### src/rtl/tm_stats_sched.sv
// tm_stats_sched: shares one pipelined transaction-statistics ALU among
// NUM_THREADS requesters. Each thread owns an (avg, inst) running-average
// pair. The block grants round-robin, issues {avg, inst, cur} to the ALU,
// tracks each op with a tag pipe, and writes the ALU result back to the
// owning thread. A thread with an op in flight cannot be granted again.
// Per-thread clear zeroes the stats and kills any in-flight result.
module tm_stats_sched #(
    parameter int NUM_THREADS = 4,
    parameter int TID_W       = 2,
    parameter int ALU_LAT     = 4
) (
    input  logic                     clk,
    input  logic                     reset,
    input  logic [NUM_THREADS-1:0]   req_valid,
    input  logic [8*NUM_THREADS-1:0] req_curlen,
    output logic [NUM_THREADS-1:0]   req_ready,
    input  logic                     clr_valid,
    input  logic [TID_W-1:0]         clr_tid,
    output logic [7:0]               alu_avg,
    output logic [7:0]               alu_inst,
    output logic [7:0]               alu_cur,
    input  logic [7:0]               alu_avg_new,
    input  logic [7:0]               alu_inst_new,
    output logic                     upd_valid,
    output logic [TID_W-1:0]         upd_tid,
    output logic [NUM_THREADS-1:0]   pending,
    input  logic [TID_W-1:0]         rd_tid,
    output logic [7:0]               rd_avg,
    output logic [7:0]               rd_inst
);

    localparam logic [TID_W:0] NT_L       = (TID_W+1)'(NUM_THREADS);
    localparam logic [7:0]     INST_MAX_L = 8'd255;

    // Reduce a (pointer + offset) sum back into the thread-id range.
    function automatic logic [TID_W-1:0] wrap_idx(input logic [TID_W:0] sum);
        logic [TID_W:0] r;
        r = (sum >= NT_L) ? (sum - NT_L) : sum;
        return r[TID_W-1:0];
    endfunction

    // The ALU divides by inst+1, so a saturated count is presented as 254.
    function automatic logic [7:0] issue_inst(input logic [7:0] v);
        return (v == INST_MAX_L) ? 8'd254 : v;
    endfunction

    logic [7:0]             avg_r  [NUM_THREADS];
    logic [7:0]             inst_r [NUM_THREADS];
    logic [NUM_THREADS-1:0] pending_r;
    logic [TID_W-1:0]       ptr_r;
    logic [ALU_LAT:0]       tag_vld_r;
    logic [TID_W-1:0]       tag_tid_r [ALU_LAT+1];
    logic [7:0]             alu_avg_r;
    logic [7:0]             alu_inst_r;
    logic [7:0]             alu_cur_r;
    logic                   upd_valid_r;
    logic [TID_W-1:0]       upd_tid_r;

    logic [NUM_THREADS-1:0] clr_hit_s;
    logic [NUM_THREADS-1:0] elig_s;
    logic [NUM_THREADS-1:0] req_ready_s;
    logic                   gnt_vld_s;
    logic [TID_W-1:0]       gnt_tid_s;
    logic [TID_W-1:0]       arb_cand_s;
    logic                   arb_take_s;
    logic [TID_W-1:0]       ptr_next_s;
    logic                   wb_s;
    logic [TID_W-1:0]       wb_tid_s;

    // Per-thread clear decode and grant eligibility (nothing eligible in reset).
    always_comb begin
        clr_hit_s = {NUM_THREADS{1'b0}};
        elig_s    = {NUM_THREADS{1'b0}};
        for (int i = 0; i < NUM_THREADS; i++) begin
            clr_hit_s[i] = clr_valid & (clr_tid == i[TID_W-1:0]);
            elig_s[i]    = ~reset & req_valid[i] & ~pending_r[i] & ~clr_hit_s[i];
        end
    end

    // Round-robin search starting at the pointer; first eligible thread wins.
    always_comb begin
        gnt_vld_s  = 1'b0;
        gnt_tid_s  = {TID_W{1'b0}};
        arb_cand_s = {TID_W{1'b0}};
        arb_take_s = 1'b0;
        for (int k = 0; k < NUM_THREADS; k++) begin
            arb_cand_s = wrap_idx({1'b0, ptr_r} + k[TID_W:0]);
            arb_take_s = ~gnt_vld_s & elig_s[arb_cand_s];
            gnt_tid_s  = arb_take_s ? arb_cand_s : gnt_tid_s;
            gnt_vld_s  = gnt_vld_s | arb_take_s;
        end
        ptr_next_s = wrap_idx({1'b0, gnt_tid_s} + {{TID_W{1'b0}}, 1'b1});
    end

    // One-hot grant vector and the writeback qualified against a same-edge clear.
    always_comb begin
        req_ready_s = {NUM_THREADS{1'b0}};
        for (int i = 0; i < NUM_THREADS; i++) begin
            req_ready_s[i] = gnt_vld_s & (gnt_tid_s == i[TID_W-1:0]);
        end
        wb_tid_s = tag_tid_r[ALU_LAT];
        wb_s     = tag_vld_r[ALU_LAT] & ~(clr_valid & (clr_tid == wb_tid_s));
    end

    // Per-thread stats: clear beats writeback; a saturated count stays at 255.
    always_ff @(posedge clk) begin
        for (int i = 0; i < NUM_THREADS; i++) begin
            if (reset || clr_hit_s[i]) begin
                avg_r[i]  <= 8'd0;
                inst_r[i] <= 8'd0;
            end else if (wb_s && (wb_tid_s == i[TID_W-1:0])) begin
                avg_r[i]  <= alu_avg_new;
                inst_r[i] <= (inst_r[i] == INST_MAX_L) ? INST_MAX_L : alu_inst_new;
            end
        end
    end

    // In-flight flags: set on grant, dropped on writeback or clear.
    always_ff @(posedge clk) begin
        if (reset) begin
            pending_r <= {NUM_THREADS{1'b0}};
        end else begin
            for (int i = 0; i < NUM_THREADS; i++) begin
                if (req_ready_s[i]) begin
                    pending_r[i] <= 1'b1;
                end else if (clr_hit_s[i] || (wb_s && (wb_tid_s == i[TID_W-1:0]))) begin
                    pending_r[i] <= 1'b0;
                end
            end
        end
    end

    // Tag pipe mirrors the ALU latency; a clear kills matching tags in flight.
    always_ff @(posedge clk) begin
        if (reset) begin
            tag_vld_r <= {(ALU_LAT+1){1'b0}};
            for (int k = 0; k <= ALU_LAT; k++) begin
                tag_tid_r[k] <= {TID_W{1'b0}};
            end
        end else begin
            tag_vld_r[0] <= gnt_vld_s;
            tag_tid_r[0] <= gnt_tid_s;
            for (int k = 1; k <= ALU_LAT; k++) begin
                tag_vld_r[k] <= tag_vld_r[k-1] & ~(clr_valid & (clr_tid == tag_tid_r[k-1]));
                tag_tid_r[k] <= tag_tid_r[k-1];
            end
        end
    end

    // ALU operand registers: loaded on a grant, held otherwise.
    always_ff @(posedge clk) begin
        if (reset) begin
            alu_avg_r  <= 8'd0;
            alu_inst_r <= 8'd0;
            alu_cur_r  <= 8'd0;
        end else if (gnt_vld_s) begin
            alu_avg_r  <= avg_r[gnt_tid_s];
            alu_inst_r <= issue_inst(inst_r[gnt_tid_s]);
            alu_cur_r  <= req_curlen[{gnt_tid_s, 3'b000} +: 8];
        end
    end

    // Writeback notification and round-robin pointer.
    always_ff @(posedge clk) begin
        if (reset) begin
            upd_valid_r <= 1'b0;
            upd_tid_r   <= {TID_W{1'b0}};
            ptr_r       <= {TID_W{1'b0}};
        end else begin
            upd_valid_r <= wb_s;
            if (wb_s) begin
                upd_tid_r <= wb_tid_s;
            end
            if (gnt_vld_s) begin
                ptr_r <= ptr_next_s;
            end
        end
    end

    assign req_ready = req_ready_s;
    assign alu_avg   = alu_avg_r;
    assign alu_inst  = alu_inst_r;
    assign alu_cur   = alu_cur_r;
    assign upd_valid = upd_valid_r;
    assign upd_tid   = upd_tid_r;
    assign pending   = pending_r;
    assign rd_avg    = avg_r[rd_tid];
    assign rd_inst   = inst_r[rd_tid];

endmodule

### config.mk
export PLATFORM = sky130hd
export DESIGN_NAME = tm_stats_sched
export DESIGN_NICKNAME = d
export VERILOG_FILES = /design/src/rtl/tm_stats_sched.sv
export SDC_FILE = /design/constraint.sdc
export NUM_CORES = 1
export LEC_CHECK = 0
export CAP_MARGIN = 20
export CORE_MARGIN = 4
export CORE_UTILIZATION = 55
export DETAILED_ROUTE_END_ITERATION = 8
export DONT_BUFFER_PORTS = 1
export PLACE_DENSITY = 0.7
export SYNTH_ARGS = -nofsm -noshare
export SYNTH_HDL_FRONTEND = slang
export SYNTH_SLANG_ARGS = --single-unit
### constraint.sdc
create_clock -name clk -period 2.99 [get_ports clk]
set_input_delay 0.598 -clock clk [delete_from_list [all_inputs] [get_ports clk]]
set_output_delay 0.598 -clock clk [all_outputs]
set_load 0.02 [all_outputs]
==> metrics.txt, run 1 <==
# TYPE chip_impl_metric gauge
chip_impl_metric{name="grt_usage",unit="%"} 26.18
chip_impl_info{name="rsz_0062_raised_after_global_routing",value="no"} 1
chip_impl_info{name="yosysMostFrequentCell",value="sky130_fd_sc_hd__nand2_1"} 1
chip_impl_metric{name="finalCriticalPeriod",unit="ps"} 2885
chip_impl_metric{name="final.period_utilization",unit="%"} 96.47
chip_impl_metric{name="post_drt_via_cell_ratio",unit=""} 6.396
chip_impl_info{name="hold_path.class",value="in2reg"} 1
chip_impl_metric{name="wirelength",unit="mm"} 15.42
chip_impl_metric{name="routabilityCongestion",unit=""} 0.9185
chip_impl_info{name="synthFlopType",value="sky130_fd_sc_hd__edfxtp_1"} 1
chip_impl_metric{name="number_of_antenna_violations_at_the_first_check_in_global_routing",unit=""} 0
chip_impl_info{name="ys_top_cells_by_count",value="66 x sky130_fd_sc_hd__nand2_1, 64 x sky130_fd_sc_hd__edfxtp_1, 48 x sky130_fd_sc_hd__dfxtp_1, 36 x sky130_fd_sc_hd__and2_1, 34 x sky130_fd_sc_hd__o21a_1"} 1
chip_impl_metric{name="route.detailed.drc",unit=""} 0
chip_impl_metric{name="fp.dieArea",unit="sq mm"} 0.01207
chip_impl_metric{name="avgRoutedWirePerCell",unit="um"} 22.77
chip_impl_metric{name="number_of_max_cap_violations",unit=""} 0
chip_impl_metric{name="number_of_synthesized_register_bits",unit=""} 112
chip_impl_metric{name="tritoncts.num_buffers",unit=""} 9
chip_impl_metric{name="core_area",unit="sq mm"} 0.009955
chip_impl_metric{name="detail_route.first_pass.iterations",unit=""} 5
chip_impl_metric{name="avgSynthCellArea",unit="sq um"} 10.59
chip_impl_metric{name="die_extent_in_y",unit="um"} 109.9
chip_impl_metric{name="flow.area_growth_from_synthesis",unit="%"} 7.961
chip_impl_metric{name="dpl.cell_count",unit=""} 660
chip_impl_metric{name="post-synth-top-area-fraction",unit="%"} 33.68
chip_impl_metric{name="clk_transition_reported_paths",unit="ps"} 100
chip_impl_metric{name="cts_max_level",unit=""} 3
chip_impl_metric{name="cellLeakagePower",unit="nW"} 2.192
chip_impl_info{name="critical_path.startpoint_type",value="register"} 1
chip_impl_metric{name="timing.slew.headroom",unit="%"} 49.97
chip_impl_metric{name="fmax",unit="MHz"} 346.7
chip_impl_metric{name="place.port_buffers",unit=""} 0
chip_impl_metric{name="grt_pass1_wl",unit="mm"} 23.65
chip_impl_info{name="yosys-top-cells-area",value="sky130_fd_sc_hd__edfxtp_1 34%, sky130_fd_sc_hd__dfxtp_1 17%, sky130_fd_sc_hd__mux4_2 6.3%"} 1
chip_impl_metric{name="slew_limit_fails",unit=""} 0
chip_impl_metric{name="max_slew.worst_pin.slew",unit="ps"} 747.7
chip_impl_info{name="endpoint_kind",value="primary output"} 1
chip_impl_metric{name="max-clock-path-buffers",unit=""} 2
chip_impl_metric{name="crit_path_max_fanout",unit=""} 12
chip_impl_metric{name="vias",unit=""} 4330
chip_impl_metric{name="total_met3_wirelength_after_detailed_routing",unit="mm"} 1.925
chip_impl_metric{name="synthArstFlopShare",unit="%"} 0
chip_impl_metric{name="synth_enable_flop_cells",unit=""} 64
chip_impl_metric{name="cts_hold_buffers_added",unit=""} 0
chip_impl_info{name="run_status",value="complete, no violations"} 1
chip_impl_info{name="timing.setup.critical_path_class",value="reg2out"} 1
chip_impl_metric{name="number_of_clock_sinks_seen_by_cts",unit=""} 112
chip_impl_metric{name="maximum_number_of_pins_on_one_net_before_global_route_repair",unit=""} 58
chip_impl_metric{name="grt_overflow",unit=""} 0
chip_impl_metric{name="data_arrival_time_of_the_critical_path",unit="ps"} 2290
chip_impl_metric{name="vdd_drop_max",unit="mV"} 0.4044
chip_impl_metric{name="nets",unit=""} 599
chip_impl_info{name="root_buffer",value="sky130_fd_sc_hd__clkbuf_8"} 1
chip_impl_info{name="routed.top_layer",value="met4"} 1
chip_impl_metric{name="mappedNetlistArea",unit="sq mm"} 0.005705
chip_impl_metric{name="stdcell_count",unit=""} 677
chip_impl_metric{name="synthCells",unit=""} 539
chip_impl_metric{name="initial_utilization",unit="%"} 57.32
chip_impl_metric{name="fillers",unit=""} 829
chip_impl_metric{name="routedLengthMet1",unit="mm"} 6.057
chip_impl_metric{name="critPathRequiredTime",unit="ps"} 2390
chip_impl_info{name="synth_area_leader_cell",value="sky130_fd_sc_hd__edfxtp_1"} 1
chip_impl_metric{name="placement_rows",unit=""} 36
chip_impl_metric{name="critical-path-max-stage-delay",unit="ps"} 510
chip_impl_metric{name="grt_pass1_vias",unit=""} 4283
chip_impl_metric{name="chipWidth",unit="um"} 109.9
chip_impl_info{name="tritoncts",value="yes"} 1
chip_impl_metric{name="skew",unit="ps"} 7.614
chip_impl_metric{name="detail_route.iter0.violations",unit=""} 454
chip_impl_metric{name="final_layout_size_suffix_gt1_share",unit="%"} 13.63
chip_impl_metric{name="syn-num-nets",unit=""} 600
chip_impl_metric{name="synthDistinctLibCells",unit=""} 52
chip_impl_metric{name="finalSetupViolations",unit=""} 0
chip_impl_metric{name="detailedPlacementHpwl",unit="mm"} 10.47
chip_impl_metric{name="hold_viol_final",unit=""} 0
chip_impl_metric{name="top_level_ports",unit=""} 110
chip_impl_info{name="timing.critical_path.cells",value="nor2_1 > and4_4 > o311ai_4 > and2_4 > inv_2 > ha_1 > and2_1"} 1
chip_impl_metric{name="totalNegativeSetupSlack",unit="ps"} 0
chip_impl_metric{name="dr_wl_met2",unit="mm"} 6.997
chip_impl_metric{name="antenna_left",unit=""} 0
chip_impl_metric{name="clk_latency",unit="ps"} 380
chip_impl_metric{name="seq_area_frac_synth",unit="%"} 50.53
chip_impl_info{name="critPathSlowestCell",value="sky130_fd_sc_hd__dfxtp_1"} 1
chip_impl_metric{name="yosysWarningCount",unit=""} 0
chip_impl_metric{name="power_density_cells",unit="mW/mm^2"} 604.3
[registers in the layout (all words and copies together), names as in the netlist, 4 cells and up]
signal     count
avg_r         32
inst_r        32
tag_tid_r     10
alu_avg        8
alu_cur        8
alu_inst       8
tag_vld_r      5
pending        4
[kinds of logic after synthesis]
family	after synthesis	synth area share [%]
flops	112	50.53
compound gates	132	16.91
mux	23	7.588
simple gates	211	19.25
xor+xnor	10	1.535
fa+ha+maj	2	0.4385
buf+inv	49	3.750
[cells in the final DEF, fill, tap and decap left out, types with 8 or more instances in the layout]
master	synthesis	routed
sky130_fd_sc_hd__a21oi_1	23	23
sky130_fd_sc_hd__a311o_1	16	16
sky130_fd_sc_hd__a32oi_1	8	8
sky130_fd_sc_hd__and2_1	36	35
sky130_fd_sc_hd__and3_1	22	22
sky130_fd_sc_hd__buf_4	1	26
sky130_fd_sc_hd__clkbuf_8	0	9
sky130_fd_sc_hd__dfxtp_1	48	48
sky130_fd_sc_hd__edfxtp_1	64	64
sky130_fd_sc_hd__mux4_2	16	16
sky130_fd_sc_hd__nand2_1	66	66
sky130_fd_sc_hd__nand3_1	26	26
sky130_fd_sc_hd__nand4_1	11	11
sky130_fd_sc_hd__nor2_1	24	24
sky130_fd_sc_hd__nor2b_1	9	9
sky130_fd_sc_hd__o21a_1	34	34
sky130_fd_sc_hd__o21ai_0	25	25
sky130_fd_sc_hd__xnor2_1	10	10
[path summary, 6_finish.rpt]
path | from | to | slack, ps | cells past startpoint
worst max-delay path | pending[0] | req_ready[1] | 110 | 7
worst min-delay path | reset | tag_tid_r[0][4] | 270 | 1
worst max register to register | pending[1] | alu_inst[0] | 540 | 9
worst min register to register | tag_vld_r[3] | tag_vld_r[4] | 420 | 2
[where the power goes]
group	leakage [nW]	switching, W	internal (W)	total (W)
combinational	1.01	0.000436	0.000299	0.000735
sequential	1.07	0.000162	0.00175	0.00191
clock	0.118	0.000518	0.000560	0.00108
[per-layer routing]
layer  GRT usage [%]  up-vias
met5               0        -
met4           9.973        0
met3           9.219       38
met2           39.51      240
met1           34.68     2053
li1                -     1999
[per-stage QoR]
| step | util (%) | power, W | worst slack (ps) | hold WS (ps) | cell area [sq um] |
|---|---|---|---|---|---|
| floorplan | - | 0.002470 | 6.416 | 393.6 | 5707 |
| global placement | 59.39 | 0.002657 | 193.4 | 403.0 | 5912 |
| detailed placement | 59.39 | 0.002669 | 162.4 | 407.1 | 5912 |
| CTS | 61.75 | 0.003733 | 25.15 | 258.0 | 6147 |
| global route | 61.85 | 0.003878 | 2.764 | 248.7 | 6157 |
| finish | 61.88 | 0.003722 | 105.4 | 271.8 | 6160 |
[final cells by class]
cell class / count / area [sq um] / share of cell area [%]
Antenna cell: 1 / 2.502 / 0.04063
Clock buffer: 11 / 131.4 / 2.133
Clock inverter: 5 / 103.9 / 1.686
Inverter: 10 / 37.54 / 0.6094
Multi-Input combinational cell: 378 / 2620 / 42.53
Sequential cell: 112 / 2883 / 46.80
Tap cell: 133 / 166.4 / 2.702
Timing Repair Buffer: 27 / 215.2 / 3.494
[worst max-delay path, delay by kind of cell, from the launching register on]
kind | cells | cell delay (ps)
and+or+nand+nor | 4 | 830
DFF | 1 | 510
AOI/OAI and AO/OA | 1 | 280
adders and majority gates | 1 | 180
buffers and inverters | 1 | 110
[repair_timing]
action	in CTS	in global routing
setup endpoints to repair	0	4
gates resized for setup	0	2
setup buffers	0	0
Power figures use the tool's default switching activity.
==> run 2: changes to the inputs <==
--- a/config.mk
+++ b/config.mk
@@ -6,7 +6,7 @@
 export NUM_CORES = 1
 export LEC_CHECK = 0
 export CAP_MARGIN = 20
-export CORE_MARGIN = 4
+export CORE_MARGIN = 2
 export CORE_UTILIZATION = 55
 export DETAILED_ROUTE_END_ITERATION = 8
 export DONT_BUFFER_PORTS = 1
==> metrics.txt, run 2 (same netlist as run 1, synthesis figures left out) <==
# TYPE chip_impl_metric gauge
chip_impl_metric{name="placement_rows",unit=""} 37
chip_impl_metric{name="fin_total_pwr",unit="W"} 0.003504
chip_impl_metric{name="maximum_number_of_pins_on_one_net_before_global_route_repair",unit=""} 58
chip_impl_metric{name="tritoncts.num_buffers",unit=""} 9
chip_impl_metric{name="timing.slew.headroom",unit="%"} 52.87
chip_impl_metric{name="die_extent_in_y",unit="um"} 105.9
chip_impl_metric{name="crit_buf_inv",unit=""} 1
chip_impl_metric{name="final_layout_size_suffix_gt1_share",unit="%"} 13.28
chip_impl_metric{name="nets",unit=""} 598
chip_impl_metric{name="detail_route.first_pass.iterations",unit=""} 5
chip_impl_metric{name="power_density_cells",unit="mW/mm^2"} 574.3
chip_impl_metric{name="timing.reg2reg.setup_slack",unit="ps"} 470
chip_impl_metric{name="cts_max_level",unit=""} 3
chip_impl_metric{name="data_arrival_time_of_the_critical_path",unit="ps"} 2320
chip_impl_metric{name="vias",unit=""} 4435
chip_impl_metric{name="netSwitchingPower",unit="W"} 0.001094
chip_impl_metric{name="stdcell_count",unit=""} 678
chip_impl_metric{name="detailedPlacementHpwl",unit="mm"} 10.17
chip_impl_metric{name="finalCriticalPeriod",unit="ps"} 2913
chip_impl_metric{name="totalNegativeSetupSlack",unit="ps"} 0
chip_impl_info{name="tritoncts",value="yes"} 1
chip_impl_info{name="run_status",value="complete, no violations"} 1
chip_impl_info{name="final_cell_mix",value="66 x sky130_fd_sc_hd__nand2_1, 64 x sky130_fd_sc_hd__edfxtp_1, 47 x sky130_fd_sc_hd__dfxtp_1"} 1
chip_impl_info{name="timing.critical_path.cells",value="nor2_1 > and4_4 > o311ai_4 > and2_4 > inv_2 > ha_1 > and2_1"} 1
chip_impl_metric{name="post-cts-setup-buffer-count",unit=""} 0
chip_impl_info{name="timing.critical_path.max_delay_family",value="simple AND/OR/NAND/NOR gates"} 1
chip_impl_metric{name="internal_power",unit="W"} 0.002411
chip_impl_info{name="critical_path.startpoint_type",value="register"} 1
chip_impl_metric{name="slew_limit_fails",unit=""} 0
chip_impl_metric{name="max-clock-path-buffers",unit=""} 2
chip_impl_metric{name="post_drt_via_cell_ratio",unit=""} 6.541
chip_impl_metric{name="place.port_buffers",unit=""} 0
chip_impl_metric{name="grt_usage",unit="%"} 27.81
chip_impl_metric{name="initial_utilization",unit="%"} 56.02
chip_impl_metric{name="number_of_antenna_violations_at_the_first_check_in_global_routing",unit=""} 0
chip_impl_metric{name="flow.area_growth_from_synthesis",unit="%"} 6.952
chip_impl_metric{name="clk_transition_reported_paths",unit="ps"} 100
chip_impl_metric{name="fp.dieArea",unit="sq mm"} 0.01120
chip_impl_metric{name="comb_power_share",unit="%"} 21.1
chip_impl_metric{name="max_slew.worst_pin.slew",unit="ps"} 704.4
chip_impl_metric{name="detail_route.iter0.violations",unit=""} 459
chip_impl_metric{name="avgRoutedWirePerCell",unit="um"} 22.40
chip_impl_info{name="hold_path.class",value="in2reg"} 1
chip_impl_metric{name="vdd_drop_max",unit="mV"} 0.2685
chip_impl_metric{name="crit_path_max_fanout",unit=""} 11
chip_impl_metric{name="number_of_clock_sinks_seen_by_cts",unit=""} 112
chip_impl_metric{name="dpl.cell_count",unit=""} 662
chip_impl_info{name="timing.setup.critical_path_class",value="reg2out"} 1
chip_impl_metric{name="chipWidth",unit="um"} 105.9
chip_impl_metric{name="route.detailed.drc",unit=""} 0
chip_impl_metric{name="final.period_utilization",unit="%"} 97.42
chip_impl_metric{name="finalSetupViolations",unit=""} 0
chip_impl_metric{name="core_area",unit="sq mm"} 0.01018
chip_impl_metric{name="share_clk_of_total_power",unit="%"} 24.6
chip_impl_metric{name="grt_pass1_wl",unit="mm"} 23.72
chip_impl_metric{name="top_level_ports",unit=""} 110
chip_impl_metric{name="wirelength",unit="mm"} 15.19
chip_impl_metric{name="grt_overflow",unit=""} 0
chip_impl_metric{name="number_of_max_cap_violations",unit=""} 0
chip_impl_metric{name="routabilityCongestion",unit=""} 0.9369
chip_impl_info{name="critPathSlowestCell",value="sky130_fd_sc_hd__dfxtp_1"} 1
chip_impl_metric{name="critical-path-max-stage-delay",unit="ps"} 500
chip_impl_metric{name="grt_pass1_vias",unit=""} 4392
chip_impl_metric{name="fmax",unit="MHz"} 343.3
chip_impl_info{name="root_buffer",value="sky130_fd_sc_hd__clkbuf_8"} 1
chip_impl_metric{name="critPathRequiredTime",unit="ps"} 2390
chip_impl_metric{name="antenna_left",unit=""} 0
chip_impl_metric{name="cellLeakagePower",unit="nW"} 2.161
chip_impl_info{name="largest_registers",value="avg_r x32, inst_r x32, tag_tid_r x10"} 1
chip_impl_metric{name="netSwitchingFraction",unit="%"} 31.21
chip_impl_metric{name="hold_viol_final",unit=""} 0
chip_impl_info{name="endpoint_kind",value="primary output"} 1
chip_impl_metric{name="skew",unit="ps"} 10.27
chip_impl_metric{name="antennaDiodeCount",unit=""} 0
chip_impl_metric{name="clk_latency",unit="ps"} 390
chip_impl_metric{name="power_frac_seq",unit="%"} 54.4
chip_impl_info{name="layout_commonest_cell",value="sky130_fd_sc_hd__nand2_1"} 1
chip_impl_info{name="rsz_0062_raised_after_global_routing",value="no"} 1
run 2: changes by cell type in the layout (fill, tap and decap cells not counted), sizes merged:
cell    before  now
inv         11   10
buf         27   26
diode        1    0
clkbuf      11   15
bufinv       3    0
run 2: per-stage QoR:
step / hold slack [ps] / setup WS, ps / util [%] / instance area, sq um
floorplan: 393.6 / 6.416 / - / 5707
global placement: 398.9 / 154.3 / 58.01 / 5908
detailed placement: 402.9 / 126.6 / 58.01 / 5908
CTS: 261.7 / 38.94 / 59.79 / 6090
global route: 260.3 / 4.036 / 59.91 / 6102
finish: 263.5 / 76.99 / 59.91 / 6102
run 2: area by class of cell:
class	count	area (sq um)
clock buffer	15	171.4
multi-input combinational	378	2626
sequential	112	2884
tap	136	170.2
clock inverter	1	5.005
inverter	10	37.54
fill	856	4083
timing repair buffer	26	207.7
run 2: routing by layer:
layer / vias up / track usage [%] / wire length, um
met3: 29 / 8.472 / 1407
met5: - / 0 / 0
met1: 2171 / 35.93 / 6234
met2: 237 / 43.78 / 7212
li1: 1998 / - / -
met4: 0 / 11.37 / 333
run 2: power by group through the flow:
stage / Clock, W / Sequential [W] / Combinational [W]
final: 0.000861 / 0.00191 / 0.000738
after global routing: 0.000930 / 0.00192 / 0.000801
after global placement: 0 / 0.00194 / 0.000706
after CTS: 0.000869 / 0.00190 / 0.000726
after floorplan: 0 / 0.00191 / 0.000562
after detailed placement: 0 / 0.00194 / 0.000719
run 2: final timing paths:
path,startpoint,endpoint,cells after the start
setup / recovery,pending[0],req_ready[1],7
hold / removal,reset,pending[1],1
hold reg to reg,tag_vld_r[3],tag_vld_r[4],2
setup reg to reg,pending[0],alu_inst[0],8
run 2: what timing repair did:
item | 4_1_cts | 5_1_grt
hold buffers | 0 | 0
setup endpoints to repair | 2 | 2
resized for setup | 1 | 3
hold endpoints to repair | 0 | 0
pin swaps | 0 | 0
==> run 3: changes to the inputs <==
--- a/config.mk
+++ b/config.mk
@@ -8,6 +8,7 @@
 export CAP_MARGIN = 20
 export CORE_MARGIN = 2
 export CORE_UTILIZATION = 55
+export CTS_CLUSTER_SIZE = 20
 export DETAILED_ROUTE_END_ITERATION = 8
 export DONT_BUFFER_PORTS = 1
 export PLACE_DENSITY = 0.7
==> results of run 3 <==
No change in the layout: final DEF, timing and power equal those of run 2.
